==> src/rtl/mips_ctrl_pkg.sv <==
// Shared encodings for the multi-cycle MIPS controller: opcodes, functs,
// datapath select codes, FSM state codes and the decoded instruction class.
package mips_ctrl_pkg;

  localparam logic [5:0] OP_RTYPE = 6'h00;
  localparam logic [5:0] OP_J     = 6'h02;
  localparam logic [5:0] OP_JAL   = 6'h03;
  localparam logic [5:0] OP_BEQ   = 6'h04;
  localparam logic [5:0] OP_ADDI  = 6'h08;
  localparam logic [5:0] OP_ORI   = 6'h0d;
  localparam logic [5:0] OP_LUI   = 6'h0f;
  localparam logic [5:0] OP_LW    = 6'h23;
  localparam logic [5:0] OP_SW    = 6'h2b;

  localparam logic [5:0] FN_JR    = 6'h08;
  localparam logic [5:0] FN_ADD   = 6'h20;
  localparam logic [5:0] FN_ADDU  = 6'h21;
  localparam logic [5:0] FN_SUB   = 6'h22;
  localparam logic [5:0] FN_SUBU  = 6'h23;
  localparam logic [5:0] FN_AND   = 6'h24;
  localparam logic [5:0] FN_OR    = 6'h25;
  localparam logic [5:0] FN_SLT   = 6'h2a;

  localparam logic [2:0] ALU_ADD  = 3'd0;
  localparam logic [2:0] ALU_SUB  = 3'd1;
  localparam logic [2:0] ALU_AND  = 3'd2;
  localparam logic [2:0] ALU_OR   = 3'd3;
  localparam logic [2:0] ALU_SLT  = 3'd4;

  localparam logic [1:0] PCSRC_PC4    = 2'd0;
  localparam logic [1:0] PCSRC_BRANCH = 2'd1;
  localparam logic [1:0] PCSRC_JUMP   = 2'd2;
  localparam logic [1:0] PCSRC_RS     = 2'd3;

  localparam logic [1:0] IMM_SIGN = 2'd0;
  localparam logic [1:0] IMM_ZERO = 2'd1;
  localparam logic [1:0] IMM_LUI  = 2'd2;

  typedef enum logic [2:0] {
    ST_FETCH  = 3'd0,
    ST_DECODE = 3'd1,
    ST_EXEC   = 3'd2,
    ST_MEM    = 3'd3,
    ST_WB     = 3'd4,
    ST_HALT   = 3'd5
  } state_t;

  // Exactly one member is set for any instruction word.
  typedef struct packed {
    logic rtype;
    logic lw;
    logic sw;
    logic beq;
    logic addi;
    logic ori;
    logic lui;
    logic j;
    logic jal;
    logic jr;
    logic nop;
    logic illegal;
  } instr_class_t;

endpackage

==> src/rtl/instr_class_dec.sv <==
// Combinational decode of an instruction word into a one-hot class plus the
// ALU operation implied by an R-type funct field.
module instr_class_dec
  import mips_ctrl_pkg::*;
(
  input  logic [31:0]  i_instr,
  output instr_class_t o_class,
  output logic [2:0]   o_rtype_alu_op
);

  logic [5:0] w_opcode;
  logic [5:0] w_funct;

  assign w_opcode = i_instr[31:26];
  assign w_funct  = i_instr[5:0];

  always_comb begin
    // NOTE: every output gets a default before the case so no path leaves it
    // unassigned; that is what keeps this block free of inferred latches.
    o_class        = '0;
    o_rtype_alu_op = ALU_ADD;
    case (w_opcode)
      OP_RTYPE: begin
        if (i_instr == 32'h0000_0000) begin
          o_class.nop = 1'b1;
        end else begin
          case (w_funct)
            FN_ADD, FN_ADDU: begin
              o_class.rtype  = 1'b1;
              o_rtype_alu_op = ALU_ADD;
            end
            FN_SUB, FN_SUBU: begin
              o_class.rtype  = 1'b1;
              o_rtype_alu_op = ALU_SUB;
            end
            FN_AND: begin
              o_class.rtype  = 1'b1;
              o_rtype_alu_op = ALU_AND;
            end
            FN_OR: begin
              o_class.rtype  = 1'b1;
              o_rtype_alu_op = ALU_OR;
            end
            FN_SLT: begin
              o_class.rtype  = 1'b1;
              o_rtype_alu_op = ALU_SLT;
            end
            FN_JR:   o_class.jr      = 1'b1;
            default: o_class.illegal = 1'b1;
          endcase
        end
      end
      OP_LW:   o_class.lw      = 1'b1;
      OP_SW:   o_class.sw      = 1'b1;
      OP_BEQ:  o_class.beq     = 1'b1;
      OP_ADDI: o_class.addi    = 1'b1;
      OP_ORI:  o_class.ori     = 1'b1;
      OP_LUI:  o_class.lui     = 1'b1;
      OP_J:    o_class.j       = 1'b1;
      OP_JAL:  o_class.jal     = 1'b1;
      default: o_class.illegal = 1'b1;
    endcase
  end

endmodule

==> src/rtl/multi_cycle_ctrl.sv <==
// Multi-cycle MIPS control FSM: sequences FETCH/DECODE/EXEC/MEM/WB with
// MEM_LAT-cycle memory accesses and drives all datapath enables and selects.
module multi_cycle_ctrl
  import mips_ctrl_pkg::*;
#(
  parameter int MEM_LAT      = 1,
  parameter bit TRAP_ILLEGAL = 1'b1
) (
  input  logic        clk,
  input  logic        reset_n,
  input  logic [31:0] instr,
  input  logic        zero,
  output logic        PCWrite,
  output logic        IRWrite,
  output logic        RegWrite,
  output logic        MemRead,
  output logic        MemWrite,
  output logic [1:0]  PCSrc,
  output logic        RegDst,
  output logic        raWrite,
  output logic        PCtoReg,
  output logic        MemtoReg,
  output logic        ALUSrc,
  output logic [1:0]  ImmSrc,
  output logic [2:0]  ALUOp,
  output logic [2:0]  state,
  output logic        retire,
  output logic        illegal
);

  localparam int             CNT_W    = $clog2(MEM_LAT + 1);
  localparam logic [CNT_W-1:0] CNT_LAST = CNT_W'(MEM_LAT - 1);

  state_t           r_state;
  logic [CNT_W-1:0] r_cnt;

  instr_class_t w_class;
  logic [2:0]   w_rtype_alu_op;
  logic         w_last;
  logic [2:0]   w_alu_op;
  logic         w_alu_src;
  logic [1:0]   w_imm_src;

  instr_class_dec u_dec (
    .i_instr        (instr),
    .o_class        (w_class),
    .o_rtype_alu_op (w_rtype_alu_op)
  );

  assign w_last = (r_cnt == CNT_LAST);

  // NOTE: state and counter are sequential, so they are only ever updated
  // with non-blocking assignments; mixing in blocking ones creates races.
  always_ff @(posedge clk or negedge reset_n) begin
    if (!reset_n) begin
      r_state <= ST_FETCH;
      r_cnt   <= '0;
    end else begin
      r_cnt <= '0;
      case (r_state)
        ST_FETCH: begin
          if (w_last) r_state <= ST_DECODE;
          else        r_cnt   <= r_cnt + 1'b1;
        end
        ST_DECODE: begin
          if (w_class.illegal && TRAP_ILLEGAL)
            r_state <= ST_HALT;
          else if (w_class.j || w_class.jal || w_class.jr || w_class.nop || w_class.illegal)
            r_state <= ST_FETCH;
          else
            r_state <= ST_EXEC;
        end
        ST_EXEC: begin
          if (w_class.beq)                  r_state <= ST_FETCH;
          else if (w_class.lw || w_class.sw) r_state <= ST_MEM;
          else                              r_state <= ST_WB;
        end
        ST_MEM: begin
          if (w_last) r_state <= w_class.lw ? ST_WB : ST_FETCH;
          else        r_cnt   <= r_cnt + 1'b1;
        end
        ST_WB:   r_state <= ST_FETCH;
        ST_HALT: r_state <= ST_HALT;
        default: r_state <= ST_FETCH;
      endcase
    end
  end

  // ALU operand/operation selection; instr is stable through the instruction,
  // so these hold their EXEC values through MEM and WB without registering.
  always_comb begin
    w_alu_op  = ALU_ADD;
    w_alu_src = 1'b0;
    w_imm_src = IMM_SIGN;
    if (w_class.rtype) begin
      w_alu_op = w_rtype_alu_op;
    end else if (w_class.beq) begin
      w_alu_op = ALU_SUB;
    end else if (w_class.ori) begin
      w_alu_src = 1'b1;
      w_imm_src = IMM_ZERO;
      w_alu_op  = ALU_OR;
    end else if (w_class.lui) begin
      w_alu_src = 1'b1;
      w_imm_src = IMM_LUI;
      w_alu_op  = ALU_OR;
    end else if (w_class.addi || w_class.lw || w_class.sw) begin
      w_alu_src = 1'b1;
    end
  end

  assign state = r_state;

  // Outputs are forced low while reset_n is asserted, even though the
  // registered state already reads FETCH.
  always_comb begin
    PCWrite  = 1'b0;
    IRWrite  = 1'b0;
    RegWrite = 1'b0;
    MemRead  = 1'b0;
    MemWrite = 1'b0;
    PCSrc    = PCSRC_PC4;
    RegDst   = 1'b0;
    raWrite  = 1'b0;
    PCtoReg  = 1'b0;
    MemtoReg = 1'b0;
    ALUSrc   = 1'b0;
    ImmSrc   = IMM_SIGN;
    ALUOp    = ALU_ADD;
    retire   = 1'b0;
    illegal  = 1'b0;
    if (reset_n) begin
      case (r_state)
        ST_FETCH: begin
          if (w_last) begin
            IRWrite = 1'b1;
            PCWrite = 1'b1;
            PCSrc   = PCSRC_PC4;
          end
        end
        ST_DECODE: begin
          if (w_class.j || w_class.jal) begin
            PCWrite  = 1'b1;
            PCSrc    = PCSRC_JUMP;
            retire   = 1'b1;
            RegWrite = w_class.jal;
            raWrite  = w_class.jal;
            PCtoReg  = w_class.jal;
          end else if (w_class.jr) begin
            PCWrite = 1'b1;
            PCSrc   = PCSRC_RS;
            retire  = 1'b1;
          end else if (w_class.nop) begin
            retire = 1'b1;
          end else if (w_class.illegal) begin
            retire = ~TRAP_ILLEGAL;
          end
        end
        ST_EXEC: begin
          ALUOp  = w_alu_op;
          ALUSrc = w_alu_src;
          ImmSrc = w_imm_src;
          if (w_class.beq) begin
            PCSrc   = PCSRC_BRANCH;
            PCWrite = zero;
            retire  = 1'b1;
          end
        end
        ST_MEM: begin
          ALUOp   = w_alu_op;
          ALUSrc  = w_alu_src;
          ImmSrc  = w_imm_src;
          MemRead = w_class.lw;
          if (w_class.sw && w_last) begin
            MemWrite = 1'b1;
            retire   = 1'b1;
          end
        end
        ST_WB: begin
          ALUOp    = w_alu_op;
          ALUSrc   = w_alu_src;
          ImmSrc   = w_imm_src;
          RegWrite = 1'b1;
          retire   = 1'b1;
          RegDst   = w_class.rtype;
          MemtoReg = w_class.lw;
        end
        ST_HALT: illegal = 1'b1;
        default: ;
      endcase
    end
  end

endmodule
==> config.mk <==
export PLATFORM = sky130hd
export DESIGN_NAME = multi_cycle_ctrl
export DESIGN_NICKNAME = d
export VERILOG_FILES = /design/src/rtl/mips_ctrl_pkg.sv /design/src/rtl/instr_class_dec.sv /design/src/rtl/multi_cycle_ctrl.sv
export SDC_FILE = /design/constraint.sdc
export NUM_CORES = 1
export LEC_CHECK = 0
export ABC_AREA = 0
export CAP_MARGIN = 25
export CORE_MARGIN = 3
export CORE_UTILIZATION = 33
export CTS_CLUSTER_SIZE = 16
export DETAILED_ROUTE_END_ITERATION = 12
export GPL_TIMING_DRIVEN = 0
export PLACE_DENSITY = 0.81
export SLEW_MARGIN = 0
export SYNTH_ARGS = -nofsm -noshare
export SYNTH_HDL_FRONTEND = slang
export SYNTH_SLANG_ARGS = --single-unit
export TNS_END_PERCENT = 50
==> constraint.sdc <==
create_clock -name clk -period 1.8 [get_ports clk]
set_input_delay 0.36 -clock clk [delete_from_list [all_inputs] [get_ports clk]]
set_output_delay 0.36 -clock clk [all_outputs]
set_load 0.005 [all_outputs]
==> results.json <==
{
  "status": "finished, violations left",
  "violations": "negative setup slack",
  "port-buffer-count": 55,
  "setup_viol": 17,
  "overflow": 0,
  "max_cap_violations": 0,
  "synthTopCellsByArea": "dfrtp_1, nor3_1, nand2_1",
  "nets": 243,
  "p_total_mw": 1.03,
  "final_common_cell": "buf_4",
  "worst-path-max-fanout": 2,
  "grt_max_degree": 11,
  "cts_made_buffers": 3,
  "vias_per_cell": 6.20,
  "row_count": 16,
  "power_switching_uw": 449,
  "core_area_sq_um": 2000,
  "cp-startpoint": "instr[19]",
  "power.share.sequential_pct": 12.3,
  "vias": 1450,
  "layout_min_cycle_time_ps": 2120,
  "cts_root_buffer": "clkbuf_4",
  "clock_latency_ps": 250,
  "swShare_pct": 43.5,
  "powerDensity_nw_per_um2": 566,
  "synth.top_cell.area_share_pct": 10.5,
  "die_w_um": 52.4,
  "period_share_pct": 118,
  "cts_max_path_buffers": 2,
  "pre_cts_ws_ps": -1200,
  "netlist_area_sq_um": 712,
  "required_ps": 1440,
  "tightest_slew_ps": 422,
  "synth.net_count": 143,
  "synth-seq-area-share_pct": 10.5,
  "yosysTopAreaCell": "dfrtp_1",
  "grt_usage_pct": 33.5,
  "drt_iter0_markers": 85,
  "cp.arrival_ps": 1760,
  "ys_ff_latch": 3,
  "cellLeakagePower_nw": 0.808,
  "synthFlopType": "dfrtp_1",
  "synthToLayoutAreaGrowth_pct": 157,
  "cp-end-kind": "output pin",
  "path_clk_slew_ps": 40,
  "antenna_found_initial": 0,
  "dieArea_sq_um": 2750,
  "ioPinCount": 57,
  "hpwl_um": 2320,
  "rr_startpoint": "state[2]$_DFF_PN0_",
  "critical_path_class": "primary input to output pin",
  "largest_reg_flops": 3,
  "netlist_instances": 108,
  "grt_pass1_wl_um": 6690,
  "combPwrFrac_pct": 75.3,
  "crit_path_start_kind": "primary input",
  "peakVddDrop_v": 0.000739,
  "drv_slew": 0,
  "grt_pass1_vias": 1455,
  "skew_ps": 9.19,
  "start_util_pct": 35.6,
  "postSynthAreaPerCell_sq_um": 6.59,
  "clock-sinks": 3,
  "gp_congestion": 0.903,
  "tritoncts": "done",
  "max_freq_ghz": 0.471,
  "worst_slack_ps": -324,
  "fin_tns_setup_ps": -3090,
  "mostFrequentLayoutCells": "buf_4, buf_2, buf_6",
  "final_antenna_net_count": 0,
  "drc": 0,
  "p_int_uw": 584,
  "slew_headroom_pct": 71.8,
  "cts_max_level": 1,
  "drt-pass1-iter-count": 4,
  "hp-class": "primary input to async pin",
  "ys_warn_count": 0,
  "antennaDiodeCount": 0,
  "synth_edf_count": 0,
  "post_drt_wl_per_cell_um": 21.8,
  "drt-total-wl_um": 5110,
  "die_y_um": 52.4,
  "grt_setup_unrepaired": "true",
  "drive_above_1_share_pct": 64.3,
  "finalHoldViolCount": 0,
  "p_clk_share_pct": 12.4,
  "ys_types": 42,
  "synthArstFlopShare_pct": 100
}
[metal layers]
metal	vias up	track usage, %	wire length, um
met5	-	0	0
met4	0	26.0	282
met3	32	6.55	557
met2	135	62.8	2500
met1	663	30.7	1770
li1	620	-	-
[cells in the mapped netlist, types with 2 or more instances]
| master | count |
|---|---|
| nor2_1 | 9 |
| inv_1 | 9 |
| buf_4 | 3 |
| a21oi_1 | 5 |
| nand4b_1 | 2 |
| and3_1 | 2 |
| nor3_1 | 11 |
| nand4_1 | 3 |
| nand3_1 | 6 |
| or3_1 | 3 |
| o21ai_0 | 5 |
| nor4_1 | 6 |
| or2_1 | 2 |
| nand2_1 | 10 |
| a31oi_1 | 3 |
| dfrtp_1 | 3 |
[repair_timing]
item | 4_1_cts | 5_1_grt
resized for setup | 241 | 22
setup buffers | 33 | 6
hold buffers | 1 | 0
hold endpoints to repair | 3 | 0
setup endpoints to repair | 21 | 19
pin swaps | 37 | 12
[kinds of logic after synthesis]
logic type / synth area share [%]
DFF: 10.5
buffers and inverters: 7.91
muxes: 1.41
and+or+nand+nor: 47.6
AOI/OAI and AO/OA: 32.5
[final cells by class]
type | count | area [sq um]
plain buffers | 3 | 22.5
multi-input cells | 93 | 847
clock buffers | 4 | 26.3
fillers | 85 | 175
inverters | 9 | 33.8
repair buffers | 95 | 786
well taps | 27 | 33.8
flip-flops and latches | 3 | 77.6
[worst max-delay path, stage by stage]
cell,delay (ps)
buf_2,100
nor4_2,300
nand4_1,200
buf_4,210
buf_6,110
nor3_2,140
o21ai_1,100
o21ai_1,100
buf_2,140
[power by group through the flow]
stage               Clock [mW]  Combinational [mW]  Sequential (mW)
floorplan                    0               0.191            0.118
global placement             0               0.401            0.123
detailed placement           0               0.414            0.125
CTS                      0.130               0.605            0.126
global route             0.144               0.812            0.128
finish                   0.128               0.778            0.127
[final timing paths]
path | endpoint | slack, ps | cells after the start
setup / recovery | retire | -320 | 9
hold / removal | state[1]$_DFF_PN0_ | 550 | 2
setup reg to reg | state[2]$_DFF_PN0_ | 300 | 5
hold reg to reg | state[0]$_DFF_PN0_ | 800 | 3
max in group asynchronous | state[0]$_DFF_PN0_ | 1070 | 2
min in group clk | state[2]$_DFF_PN0_ | 570 | 3
[per-stage QoR]
stage | instance area [sq um] | util, % | hold slack (ps) | std cells
final | 1830 | 91.3 | 554 | 234
after global routing | 1830 | 91.3 | 549 | 234
after CTS | 1730 | 86.4 | 536 | 228
after detailed placement | 1300 | 64.8 | 598 | 190
after global placement | 1300 | 64.8 | 594 | 190
after floorplan | 712 | - | 64.4 | 108
Note: power is estimated with default switching activity, not from simulation.
